[config.mk]
export PLATFORM = sky130hd
export DESIGN_NAME = shift_sequencer
export DESIGN_NICKNAME = d
export VERILOG_FILES = /design/src/rtl/shift_sequencer_pkg.sv /design/src/rtl/shift_sequencer_step_sel.sv /design/src/rtl/shift_sequencer.sv
export SDC_FILE = /design/constraint.sdc
export NUM_CORES = 1
export LEC_CHECK = 0
export ABC_AREA = 1
export ABC_CLOCK_PERIOD_IN_PS = 1700
export CAP_MARGIN = 20
export CORE_UTILIZATION = 41
export CTS_CLUSTER_DIAMETER = 60
export DETAILED_ROUTE_END_ITERATION = 8
export PLACE_DENSITY_LB_ADDON = 0.15
export SLEW_MARGIN = 20
export SYNTH_ARGS = -nofsm -noshare
export SYNTH_HDL_FRONTEND = slang
export SYNTH_SLANG_ARGS = --single-unit
[constraint.sdc]
create_clock -name clk -period 1.7 [get_ports clk]
set_input_delay 0.17 -clock clk [delete_from_list [all_inputs] [get_ports clk]]
set_output_delay 0.17 -clock clk [all_outputs]
set_load 0.01 [all_outputs]
[src/rtl/shift_sequencer_pkg.sv]
// Shared opcode and state definitions for the multi-cycle shift sequencer.
package shift_sequencer_pkg;

  localparam logic [2:0] OP_PASS  = 3'd0;
  localparam logic [2:0] OP_LSR   = 3'd1;
  localparam logic [2:0] OP_LSL   = 3'd2;
  localparam logic [2:0] OP_ROR   = 3'd3;
  localparam logic [2:0] OP_ROL   = 3'd4;
  localparam logic [2:0] OP_ASR   = 3'd5;
  localparam logic [2:0] OP_ROR2  = 3'd6;
  localparam logic [2:0] OP_PASS7 = 3'd7;

  typedef enum logic [1:0] {
    ST_IDLE  = 2'd0,
    ST_SHIFT = 2'd1,
    ST_DONE  = 2'd2
  } state_e;

  function automatic logic is_pass(input logic [2:0] op);
    return (op == OP_PASS) || (op == OP_PASS7);
  endfunction

endpackage

[src/rtl/shift_sequencer_step_sel.sv]
// Picks the shifter code and count decrement for the current iteration.
module shift_sequencer_step_sel
  import shift_sequencer_pkg::*;
#(
  parameter int AMT_W   = 3,
  parameter bit ROR2_EN = 1'b1
) (
  input  logic [2:0]       op_r_i,
  input  logic [AMT_W-1:0] remaining_i,
  output logic [2:0]       code_o,
  output logic [AMT_W-1:0] dec_o
);

  always_comb begin
    code_o = op_r_i;
    dec_o  = AMT_W'(1);
    // Pairs of ROR positions collapse into one rotate-by-2 step.
    if (ROR2_EN && (op_r_i == OP_ROR) && (remaining_i >= AMT_W'(2))) begin
      code_o = OP_ROR2;
      dec_o  = AMT_W'(2);
    end
  end

endmodule

[src/rtl/shift_sequencer.sv]
// Iterates an external single-step shifter until a 0-7 position request completes.
module shift_sequencer
  import shift_sequencer_pkg::*;
#(
  parameter int WIDTH   = 8,
  parameter int AMT_W   = 3,
  parameter bit ROR2_EN = 1'b1
) (
  input  logic             clk,
  input  logic             reset,
  input  logic             start,
  input  logic [2:0]       op,
  input  logic [AMT_W-1:0] amount,
  input  logic [WIDTH-1:0] din,
  input  logic [WIDTH-1:0] obus,
  output logic [WIDTH-1:0] dbus,
  output logic [2:0]       sbus,
  output logic             busy,
  output logic             done,
  output logic [WIDTH-1:0] dout
);

  state_e           state_q, state_d;
  logic [WIDTH-1:0] acc_q, acc_d;
  logic [WIDTH-1:0] dout_q, dout_d;
  logic [2:0]       op_q, op_d;
  logic [AMT_W-1:0] rem_q, rem_d;
  logic [2:0]       step_code;
  logic [AMT_W-1:0] step_dec;

  shift_sequencer_step_sel #(
    .AMT_W   (AMT_W),
    .ROR2_EN (ROR2_EN)
  ) u_step_sel (
    .op_r_i      (op_q),
    .remaining_i (rem_q),
    .code_o      (step_code),
    .dec_o       (step_dec)
  );

  // Shifter-facing outputs depend only on registers, keeping obus out of their cone.
  assign busy = (state_q == ST_SHIFT);
  assign done = (state_q == ST_DONE);
  assign dbus = busy ? acc_q : '0;
  assign sbus = busy ? step_code : 3'd0;
  assign dout = dout_q;

  always_comb begin
    state_d = state_q;
    acc_d   = acc_q;
    op_d    = op_q;
    rem_d   = rem_q;
    dout_d  = dout_q;
    case (state_q)
      ST_IDLE: begin
        if (start) begin
          acc_d = din;
          op_d  = op;
          rem_d = amount;
          if ((amount == '0) || is_pass(op)) begin
            state_d = ST_DONE;
            dout_d  = din;
          end else begin
            state_d = ST_SHIFT;
          end
        end
      end
      ST_SHIFT: begin
        acc_d = obus;
        rem_d = rem_q - step_dec;
        if (rem_d == '0) begin
          state_d = ST_DONE;
          dout_d  = obus;
        end
      end
      ST_DONE: state_d = ST_IDLE;
      default: state_d = ST_IDLE;
    endcase
  end

  always_ff @(posedge clk or posedge reset) begin
    if (reset) begin
      state_q <= ST_IDLE;
      acc_q   <= '0;
      dout_q  <= '0;
      op_q    <= '0;
      rem_q   <= '0;
    end else begin
      state_q <= state_d;
      acc_q   <= acc_d;
      dout_q  <= dout_d;
      op_q    <= op_d;
      rem_q   <= rem_d;
    end
  end

endmodule

Word level (Yosys, flattened, before mapping). Index checks and enable logic that the tools add are counted.

Register bits after elaboration: 24. Logic and storage cells: 42. Output and inout bits: 21.

Equality and inequality tests: 7. Muxes and demuxes: 16. Reductions and logical operators: 12. Add/subtract/negate cells: 1. $lt $le $gt $ge: 1.

Operator list (count): $mux W8 (5); $pmux W8 S2 (2); $logic_not A3 Y1 (3); $mux W3 (3); $mux W2 (4); $pmux W3 S2 (1); $reduce_and A2 Y1 (3); $ne A2 B2 Y1 const B (2); $pmux W2 S2 (1); $reduce_and A4 Y1 (1); $eq A3 B2 Y1 const B (1); $eq A3 B3 Y1 const B (1); $ge A3 B2 Y1 const B (1); $sub A3 B3 Y3 (1); $eq A2 B1 Y1 const B (1); $eq A2 B2 Y1 const B (1); $logic_not A2 Y1 (1); $logic_or A1 B1 Y1 (2); $ne A2 B1 Y1 const B (1); $reduce_bool A2 Y1 (1); $logic_and A1 B1 Y1 (1).

Logic depth before layout (Yosys ltp).
Word-level depth: 7. Gate-level depth with buffers: 11.

Cells and area by module. A second synthesis with hierarchy kept.

Cells, all modules: 189. Area total of the unflattened synthesis: 1346.3 µm².

Modules (own cells, without submodules): shift_sequencer (times used 1, sequential area each 600.6 µm², cells each 174, area an instance 1267.5 µm²); shift_sequencer_step_sel (times used 1, sequential area each 0.0 µm², cells each 15, area an instance 78.8 µm²).

Worst setup path before layout. No wires, ideal clock.

Path type: register to register. Start: register rem_q[2]. End: register dout_q[0], in the netlist dout[0]. Data arrival time: 1707 ps. Required time: 1579 ps. Period minus slack after synthesis: 1828 ps. Slack: -128 ps. Cell stages (with the launch flop): 11. Cell sequence: dfrtp_1 nor2_1 nor2_1 nand3_1 ha_1 fa_1 nand2_1 nand2_1 nand3_4 o21bai_1 nand2_1.

Word-level cells in the longest chain between the ends: 7.

Ends and longest elaborated chain: start: declaration (line shift_sequencer.sv:27) `logic [AMT_W-1:0] rem_q, rem_d;`; start signal: assignment (line shift_sequencer.sv:93) `rem_q <= rem_d;`; $ge A3 B2 Y1 (line shift_sequencer_step_sel.sv:18) `if (ROR2_EN && (op_r_i == OP_ROR) && (remaining_i >= AMT_W'(2))) begin`; $logic_and A1 B1 Y1 (line shift_sequencer_step_sel.sv:18); $mux W2 (line shift_sequencer_step_sel.sv:18); $sub A3 B3 Y3 * (line shift_sequencer.sv:70) `rem_d = rem_q - step_dec;`; $logic_not A3 Y1 * (line shift_sequencer.sv:71) `if (rem_d == '0) begin`; $ne A2 B1 Y1 (no line) *; $reduce_and A4 Y1 (no line) *; end signal: assignment (line shift_sequencer.sv:91) `dout_q <= dout_d;`; end: declaration (line shift_sequencer.sv:25) `logic [WIDTH-1:0] dout_q, dout_d;`.

Mark *: on every way between the ends. The rest lies on a longest branch, timed or not. A chain may end at the register's enable or synchronous reset.

Worst setup path after layout.
Start: register rem_q[2]. End: register dout_q[1], in the netlist dout[1].

Same word-level chain as after synthesis.

==> results.cfg <==
[routing]
vias_per_cell = 4.836
ant_nets = 0
wl_per_cell_um = 12.13
vias = 1383
drc = 0
finalWirelength_mm = 3.470
first_pass_iters = 4
drt_iter0_drc = 72

[placed_design]
io_buffers = 45
post-dp-hpwl_mm = 2.652
gp_congestion = 0.8232
dp.cells = 279

[clock_tree]
tritoncts = yes
cts-root-buf = clkbuf_4
cts_max_level = 1
clkTransAtPathRegs_ns = 0.13
clock_latency_ns = 0.32
cts_num_sinks = 24
cts_buffers = 3
cts_max_path_buffers = 2

[grt]
grt_pass1_vias = 1291
grt_max_degree = 25
grt_pass1_wl_mm = 5.630
grt_util_all_layers_pct = 21.25
antenna_found_initial = 0
overflow = 0

[cells_and_area]
layout_common_cells = nand2_1 (57), clkdlybuf4s50_1 (32), inv_1 (28)
layout-drive-gt1-share_pct = 17.36
diodes = 0
nNetsFinal = 270
syn2layout_area_growth_pct = 45.34
instances_no_fill = 286
fillCellCount = 307
mostFrequentLayoutCell = nand2_1

[floorplanning]
core-area_sq_um = 3103
initial_utilization_pct = 44.11
die-area_sq_um = 3574
fp.dieW_um = 59.78
io_pins = 46
floorplan.rows = 20
die_h_um = 59.78

[yosys]
ys_types = 23
syn-cell-area_sq_um = 1369
syn_inst = 186
ys_seq_area_share_pct = 43.88
syn-num-nets = 213
yosysWarningCount = 0
synth_seq_cells = 24
syn_area_per_cell_sq_um = 7.359

[sta]
hold_violations = 0
period_needed_ns = 1.906
finalWorstSetupSlack_ns = -0.2058
fin_skew_ns = 0.009616
rsz0062_at_grt = yes
relSlewSlack_pct = 73.00
hold_ws_ns = 0.1753
setup_violations = 11
worst_slew_pin_slew_ns = 0.4046
fin_crit_sh_pct = 112.1
fmax_mhz = 524.7
drv_slew = 0

[run]
max_cap_viol_count = 0

[critical_path]
cp_data_required_time_ns = 1.92
path_max_fanout = 5
cp-end-kind = flop
arrival_ns = 2.13
start_kind = flop
reg2reg_slack_ns = -0.21
crit_type = reg -> reg

[pwr]
power_leakage_nw = 1.044
power_density_nw_per_um2 = 1903
peakVddDrop_v = 0.0008578

[run_status]
outcome = complete, but fails checks
violations = setup timing

[min_path]
min_path_type = in -> async
## what timing repair did
action / in CTS / in global routing
cloned: 2 / 0
pin swaps: 8 / 5
gates resized for setup: 19 / 24
hold buffers: 0 / 0
setup endpoints to repair: 22 / 23
setup buffers: 1 / 0
## critical path, stage by stage, from the launching register on
cell and delay (ns):
dfrtp_1 0.38, nor2_1 0.05, nor2_1 0.07, nand3_1 0.10, ha_2 0.19, fa_2 0.56, nand2_4 0.07, nand2_4 0.07
nand3_4 0.09, o21bai_1 0.16, nand2_1 0.08
## layout make-up
cell class	count	area (sq um)	share of cell area [%]
Clock buffer	4	36.28	1.824
Multi-Input combinational cell	126	674.4	33.90
Inverter	32	120.1	6.038
Timing Repair Buffer	56	501.7	25.22
Sequential cell	24	601.8	30.25
Tap cell	44	55.05	2.767
## layer usage
| layer | global-route usage, % | vias to the layer above | part of all wire (%) |
|---|---|---|---|
| met1 | 28.55 | 640 | 44 |
| met2 | 35.24 | 49 | 50 |
| met3 | 5.195 | 2 | 5.7 |
| met5 | 0 | - | 0 |
| li1 | - | 692 | - |
| met4 | 3.322 | 0 | 0.37 |
## sequential cells by signal (all words and copies together) (netlist names)
signal / cells
acc_q: 8
rem_q: 3
dout: 8
op_q: 3
state_q: 2
## report_power, final
| part | internal (mW) | total, mW | switching, mW | leakage (nW) |
|---|---|---|---|---|
| Sequential | 0.862 | 0.995 | 0.134 | 0.293 |
| Clock | 0.131 | 0.300 | 0.169 | 0.0210 |
| Combinational | 1.03 | 2.49 | 1.46 | 0.730 |
## final timing paths
path / end / cells after the start / start
max in group asynchronous: state_q[0] / 3 / reset
worst max register to register: dout[1] / 10 / rem_q[2]
worst max-delay path: dout[1] / 10 / rem_q[2]
min in group clk: op_q[1] / 3 / op[1]
worst min register to register: acc_q[1] / 2 / acc_q[1]
worst min-delay path: dout[4] / 3 / reset
## stage by stage
step	utilization (%)	setup slack, ns	TNS (ns)	power, mW	area [sq um]
global route	64.11	-0.3290	-3.104	4.117	1989
detailed placement	61.81	-0.2060	-1.633	3.323	1918
finish	64.11	-0.2058	-1.789	3.786	1989
global placement	61.81	-0.1397	-1.091	3.249	1918
CTS	63.39	-0.2120	-1.924	3.653	1967
floorplan	-	-0.09862	-0.7250	2.415	1379
## kinds of logic (layout without fill, tap and decap cells)
| family | Yosys count | after routing | share of synthesized area [%] |
|---|---|---|---|
| AND/OR/NAND/NOR | 96 | 98 | 30.71 |
| buffers and inverters | 38 | 92 | 11.79 |
| AO/OA/AOI/OAI | 26 | 26 | 11.24 |
| flip-flops | 24 | 24 | 43.88 |
| adder cells (fa/ha/maj) | 2 | 2 | 2.377 |
## cells in the mapped netlist
library cell / n / area [sq um]
nand2_1: 59 / 221.5
inv_1: 30 / 112.6
dfrtp_1: 24 / 600.6
nor2_1: 17 / 63.81
o21ai_0: 11 / 55.05
nand4_1: 9 / 56.30
o21bai_1: 8 / 60.06
nand3_1: 4 / 20.02
o21ai_1: 4 / 20.02
nand2_2: 3 / 18.77
a21oi_1: 2 / 10.01
buf_2: 2 / 10.01
buf_6: 2 / 22.52
inv_2: 2 / 7.510
clkbuf_1: 1 / 3.750
clkbuf_2: 1 / 5.000
fa_1: 1 / 20.02
ha_1: 1 / 12.51
nand3_4: 1 / 17.52
nor2_2: 1 / 6.260
nor2_4: 1 / 11.26
nor3_1: 1 / 5.000
o221ai_1: 1 / 8.760
No activity file was read; power rests on OpenSTA's default activity.
